==> src/rtl/corr_frame_transmitter.sv <==
// corr_frame_transmitter: forwards only the first corr_len = min(N1+N2-1, NFFT)
// lags of each NFFT-sample IFFT frame and drops the zero-padded tail.
// A 2-entry skid buffer gives 1 beat/cycle with a registered s_tready.
module corr_frame_transmitter #(
  parameter int NFFT  = 1024,
  parameter int LEN_W = 16
) (
  input  logic             aclk,
  input  logic             aresetn,
  input  logic [LEN_W-1:0] N1,
  input  logic [LEN_W-1:0] N2,
  input  logic [31:0]      s_tdata,
  input  logic             s_tvalid,
  output logic             s_tready,
  input  logic             s_tlast,
  output logic [31:0]      m_tdata,
  output logic             m_tvalid,
  input  logic             m_tready,
  output logic             m_tlast,
  output logic             idle,
  output logic             frame_err
);

  localparam int CNT_W = $clog2(NFFT);
  localparam int CL_W  = (LEN_W + 1 > CNT_W + 1) ? LEN_W + 1 : CNT_W + 1;
  localparam logic [CL_W-1:0]  NFFT_L   = CL_W'(NFFT);
  localparam logic [CNT_W-1:0] LAST_IDX = CNT_W'(NFFT - 1);

  localparam logic [1:0] ST_IDLE = 2'd0;
  localparam logic [1:0] ST_PASS = 2'd1;
  localparam logic [1:0] ST_DROP = 2'd2;

  // Kept-lag count; a zero-length input still yields the single zero lag.
  function automatic logic [CL_W-1:0] calc_len(input logic [LEN_W-1:0] a,
                                               input logic [LEN_W-1:0] b);
    logic [CL_W-1:0] sum;
    sum = CL_W'(a) + CL_W'(b);
    if (a == '0 || b == '0) return CL_W'(1);
    else if (sum - CL_W'(1) > NFFT_L) return NFFT_L;
    else return sum - CL_W'(1);
  endfunction

  logic [1:0]       state, state_next;
  logic [CNT_W-1:0] in_cnt;
  logic [CL_W-1:0]  corr_len, len_new, len_eff;
  logic [1:0]       count, count_next;
  logic [32:0]      ent0, ent1, din;
  logic             acc, keep, push, pop, last_lag, at_end, frame_done, bad;

  assign acc        = s_tvalid && s_tready;
  assign len_new    = calc_len(N1, N2);
  assign len_eff    = (state == ST_IDLE) ? len_new : corr_len;
  assign last_lag   = (CL_W'(in_cnt) == len_eff - CL_W'(1));
  assign at_end     = (in_cnt == LAST_IDX);
  assign frame_done = at_end || s_tlast;
  assign bad        = (s_tlast != at_end);
  assign keep       = (state != ST_DROP);
  assign push       = acc && keep;
  assign pop        = m_tvalid && m_tready;
  assign din        = {last_lag || s_tlast, s_tdata};

  assign m_tvalid = (count != 2'd0);
  assign m_tdata  = ent0[31:0];
  assign m_tlast  = ent0[32];
  assign idle     = (state == ST_IDLE) && (count == 2'd0);

  // Next FSM state and buffer occupancy for this cycle's handshakes.
  always_comb begin
    state_next = state;
    count_next = count + {1'b0, push} - {1'b0, pop};
    if (acc) begin
      if (frame_done)                 state_next = ST_IDLE;
      else if (keep && last_lag)      state_next = ST_DROP;
      else if (state == ST_IDLE)      state_next = ST_PASS;
    end
  end

  // Control registers: FSM, frame counter, latched length, ready, error pulse.
  always_ff @(posedge aclk or negedge aresetn) begin
    if (!aresetn) begin
      state     <= ST_IDLE;
      in_cnt    <= '0;
      corr_len  <= CL_W'(1);
      count     <= 2'd0;
      s_tready  <= 1'b0;
      frame_err <= 1'b0;
    end else begin
      state     <= state_next;
      count     <= count_next;
      s_tready  <= (state_next == ST_DROP) || (count_next != 2'd2);
      frame_err <= acc && bad;
      if (acc) in_cnt <= frame_done ? '0 : in_cnt + CNT_W'(1);
      if (acc && state == ST_IDLE) corr_len <= len_new;
    end
  end

  // Head entry drives the output and is cleared so no beat survives reset.
  always_ff @(posedge aclk or negedge aresetn) begin
    if (!aresetn) begin
      ent0 <= '0;
    end else begin
      unique case (count)
        2'd0:    if (push) ent0 <= din;
        2'd1:    if (push && pop) ent0 <= din;
        default: if (pop) ent0 <= ent1;
      endcase
    end
  end

  // Spare entry only holds data while the head is stalled; never observed after reset.
  always_ff @(posedge aclk) begin
    if (count == 2'd1 && push && !pop) ent1 <= din;
    else if (count == 2'd2 && push && pop) ent1 <= din;
  end

endmodule

==> config.mk <==
export PLATFORM = sky130hd
export DESIGN_NAME = corr_frame_transmitter
export DESIGN_NICKNAME = d
export VERILOG_FILES = /design/src/rtl/corr_frame_transmitter.sv
export SDC_FILE = /design/constraint.sdc
export NUM_CORES = 1
export LEC_CHECK = 0
export CORE_UTILIZATION = 35
export DETAILED_ROUTE_END_ITERATION = 8
export PLACE_DENSITY_LB_ADDON = 0.12
export SYNTH_ARGS = -nofsm -noshare
export SYNTH_HDL_FRONTEND = slang
export SYNTH_SLANG_ARGS = --single-unit
==> constraint.sdc <==
create_clock -name aclk -period 3.3 [get_ports aclk]
set_input_delay 0.825 -clock aclk [delete_from_list [all_inputs] [get_ports aclk]]
set_output_delay 0.825 -clock aclk [all_outputs]
set_load 0.01 [all_outputs]
==> metrics.yaml <==
synth-edff-count: 33
core_area_um2: 18000
path_common_cell: "ha_4"
grt_pass1_wl_mm: 28.6
synth_top_family_by_area: "compound AO/OA/AOI/OAI gates"
wire_per_inst_um: 15.9
cp_cell_sequence: "buf_8, inv_8, ha_4, inv_2, ha_4, fa_2, a211oi_4, o211ai_1, a2111o_1, a21o_1, a2bb2oi_4, buf_4, nand4_4, a21boi_4, ha_4, buf_4, xnor2_4, a221oi_2, nor4b_2, a21oi_1, o211ai_2, nand4_2, a22o_1"
yosysMostFrequentCell: "nand2_1"
setup_viol_count_final: 15
wl_met1_mm: 8.55
area_delta_synth_final_pct: 45.2
synthMuxAreaShare: 0.0574
drc_errors: 0
ant_nets: 0
crit_path_top_delay_cell: "a2111o_1"
ys_top_cells_by_count: "nand2_1, inv_1, dfrtp_1, o21ai_0"
io_pins: 106
clk_pin_slew_ns: 0.07
cp-end-kind: "register"
hp-class: "reg2reg"
tns_ns: -12.83
place_hpwl_mm: 13.4
gp_congestion: 0.841
clk-insertion-delay-late_ns: 0.35
arrival_ns: 5.08
synth_cell_types: 73
antenna_cells: 0
p_leak_nw: 4.07
place_area_um2: 8540
ctsHoldBuffers: 0
synth_top_area_cell: "dfrtp_1"
num_rows: 49
slowest_delay_ns: 0.41
met3_length_um: 882
numPortBuffers: 105
path_max_fanout: 5
tightestPinTransition_ns: 0.718
cp.required_ns: 3.54
slew_headroom: 0.522
r2r_cells: 15
cts_tree: "built"
cp-start-kind: "input port"
design_area_um2: 9380
power_density_nw_per_um2: 621
start_util: 0.358
drive_gt1_frac: 0.271
hold_depth: 2
die_h_um: 138
die-area_um2: 19000
r2r-start: "state[1]"
async_flop_share: 0.667
avgSynthCellArea_um2: 9.23
antenna_found_initial: 0
grtUsageTotal: 0.195
rsz0062_at_grt: "true"
synth_seq_cells: 99
fin_crit_sh: 1.47
fin_total_pwr_mw: 5.82
wl_met2_mm: 8.38
synth_top_area_frac: 0.252
synthXorXnorAreaFrac: 0.0326
synth-simple-area-share: 0.164
criticalPathCategory: "in2reg"
fin_skew_ns: 0.00837
finalWirelength_mm: 18.1
r2r_end: "state[0]"
viasPerCell: 5.12
synth_compound_area_frac: 0.193
die_x_um: 138
violations: "negative setup slack"
max-cap-violations: 0
syn_inst: 699
grt_pass1_vias: 5772
num-nets-final: 1011
vdd_ir_drop_max_mv: 0.449
synth_flop_cell: "dfrtp_1"
cts-root-buf: "clkbuf_16"
first_iter_violations: 237
h-tree-depth: 3
hold_violations: 0
status: "finished, violations left"
dr.pass1.iters: 4
synthAdderAreaFrac: 0.0748
timing.final.ws_setup_ns: -1.54
drv_slew: 0
cts_buffers: 9
synth_warnings: 0
ys_top_cells_by_area: "dfrtp_1, edfxtp_1, ha_1, mux2i_1, o21ai_0"
rrSetupSlack_ns: -0.09
cts_buffer_depth: 2
synth_area_um2: 6450
hp-start: "ent0[28]"
vias: 5830
cts_sinks: 99
ys_seq_area_frac: 0.410
fmax_mhz: 207
layout_min_cycle_time_ns: 4.84
synthesis.nets: 806
overflow: 0
highest_layer: "met4"
grt_max_degree: 65
holdPathEnd: "ent0[28]"
how the worst max path moves through the flow:
| stage | startpoint | to | slack, ns | cells after the start |
|---|---|---|---|---|
| 6_report | N1[1] | state[0] | -1.54 | 23 |
| 5_1_grt | N2[1] | s_tready | -1.77 | 23 |
| 4_1_cts | N1[1] | state[0] | -1.44 | 23 |
| 3_5_place_dp | N1[1] | state[0] | -2.47 | 22 |
| 3_3_place_gp | N1[1] | state[0] | -2.32 | 22 |
| 2_1_floorplan | N1[1] | state[0] | -1.66 | 24 |
logic make-up after synthesis:
group,after synthesis
xor+xnor,24
mux,37
flops,99
buf+inv,111
compound gates,182
simple gates,208
fa+ha+maj,38
per-layer routing:
layer | vias to the layer above | global-route usage
met3 | 19 | 0.0338
li1 | 2902 | -
met5 | - | 0
met2 | 115 | 0.329
met4 | 0 | 0.0580
met1 | 2794 | 0.254
per-stage QoR:
step | setup slack (ns) | hold WS [ns] | cells | utilization
2_1_floorplan | -1.66 | 0.445 | 699 | -
3_3_place_gp | -2.32 | 0.456 | 1106 | 0.474
3_5_place_dp | -2.47 | 0.459 | 1106 | 0.474
4_1_cts | -1.44 | 0.477 | 1133 | 0.516
5_1_grt | -1.77 | 0.499 | 1138 | 0.520
6_report | -1.54 | 0.482 | 1138 | 0.520
final cells by class:
cell class,count,area [um^2]
Fill cell,1643,8650
Multi-Input combinational cell,489,3870
Sequential cell,99,2650
Timing Repair Buffer,226,1960
Inverter,79,309
Tap cell,229,287
Clock buffer,10,239
Clock inverter,6,68.8
critical path: cells and delay by family:
kind                       cells  cell delay, ns
AOI/OAI and AO/OA             10            2.20
adders and majority gates      4            0.97
and+or+nand+nor                3            0.50
buffers and inverters          5            0.45
xor gates and xnor gates       1            0.13
placed cells by master, fill, tap and decap left out, types with 8 or more instances in the layout:
master,instances
o211ai_1,8
o21ai_0,55
nand3_1,19
xnor2_1,12
a21o_1,8
nor4_1,8
dlygate4sd2_1,19
inv_2,19
edfxtp_1,33
xor2_1,9
ha_4,19
nor2_1,30
o21ai_1,13
inv_1,58
nand4_1,10
clkbuf_16,9
a21oi_2,8
nand2_1,77
clkdlybuf4s50_1,79
dfrtp_1,64
and2_1,11
mux2i_1,36
ha_1,18
buf_4,116
a21oi_1,23
flip-flops by register name (all words and copies together), names as in the netlist:
signal and count:
in_cnt 10, count 2, state 2, ent1 33, s_tready 1, frame_err 1
corr_len 17, ent0 33
power breakdown:
part,total (mW),switching [mW],internal (mW)
Clock,1.10,0.489,0.616
Sequential,1.78,0.180,1.60
Combinational,2.94,1.48,1.46
repair_timing:
item | in CTS | in global routing
setup endpoints to repair | 16 | 16
hold endpoints to repair | 0 | 0
pin swaps | 38 | 23
buffers inserted | 11 | 6
resized for setup | 123 | 11
No activity file was read; power rests on OpenSTA's default activity.
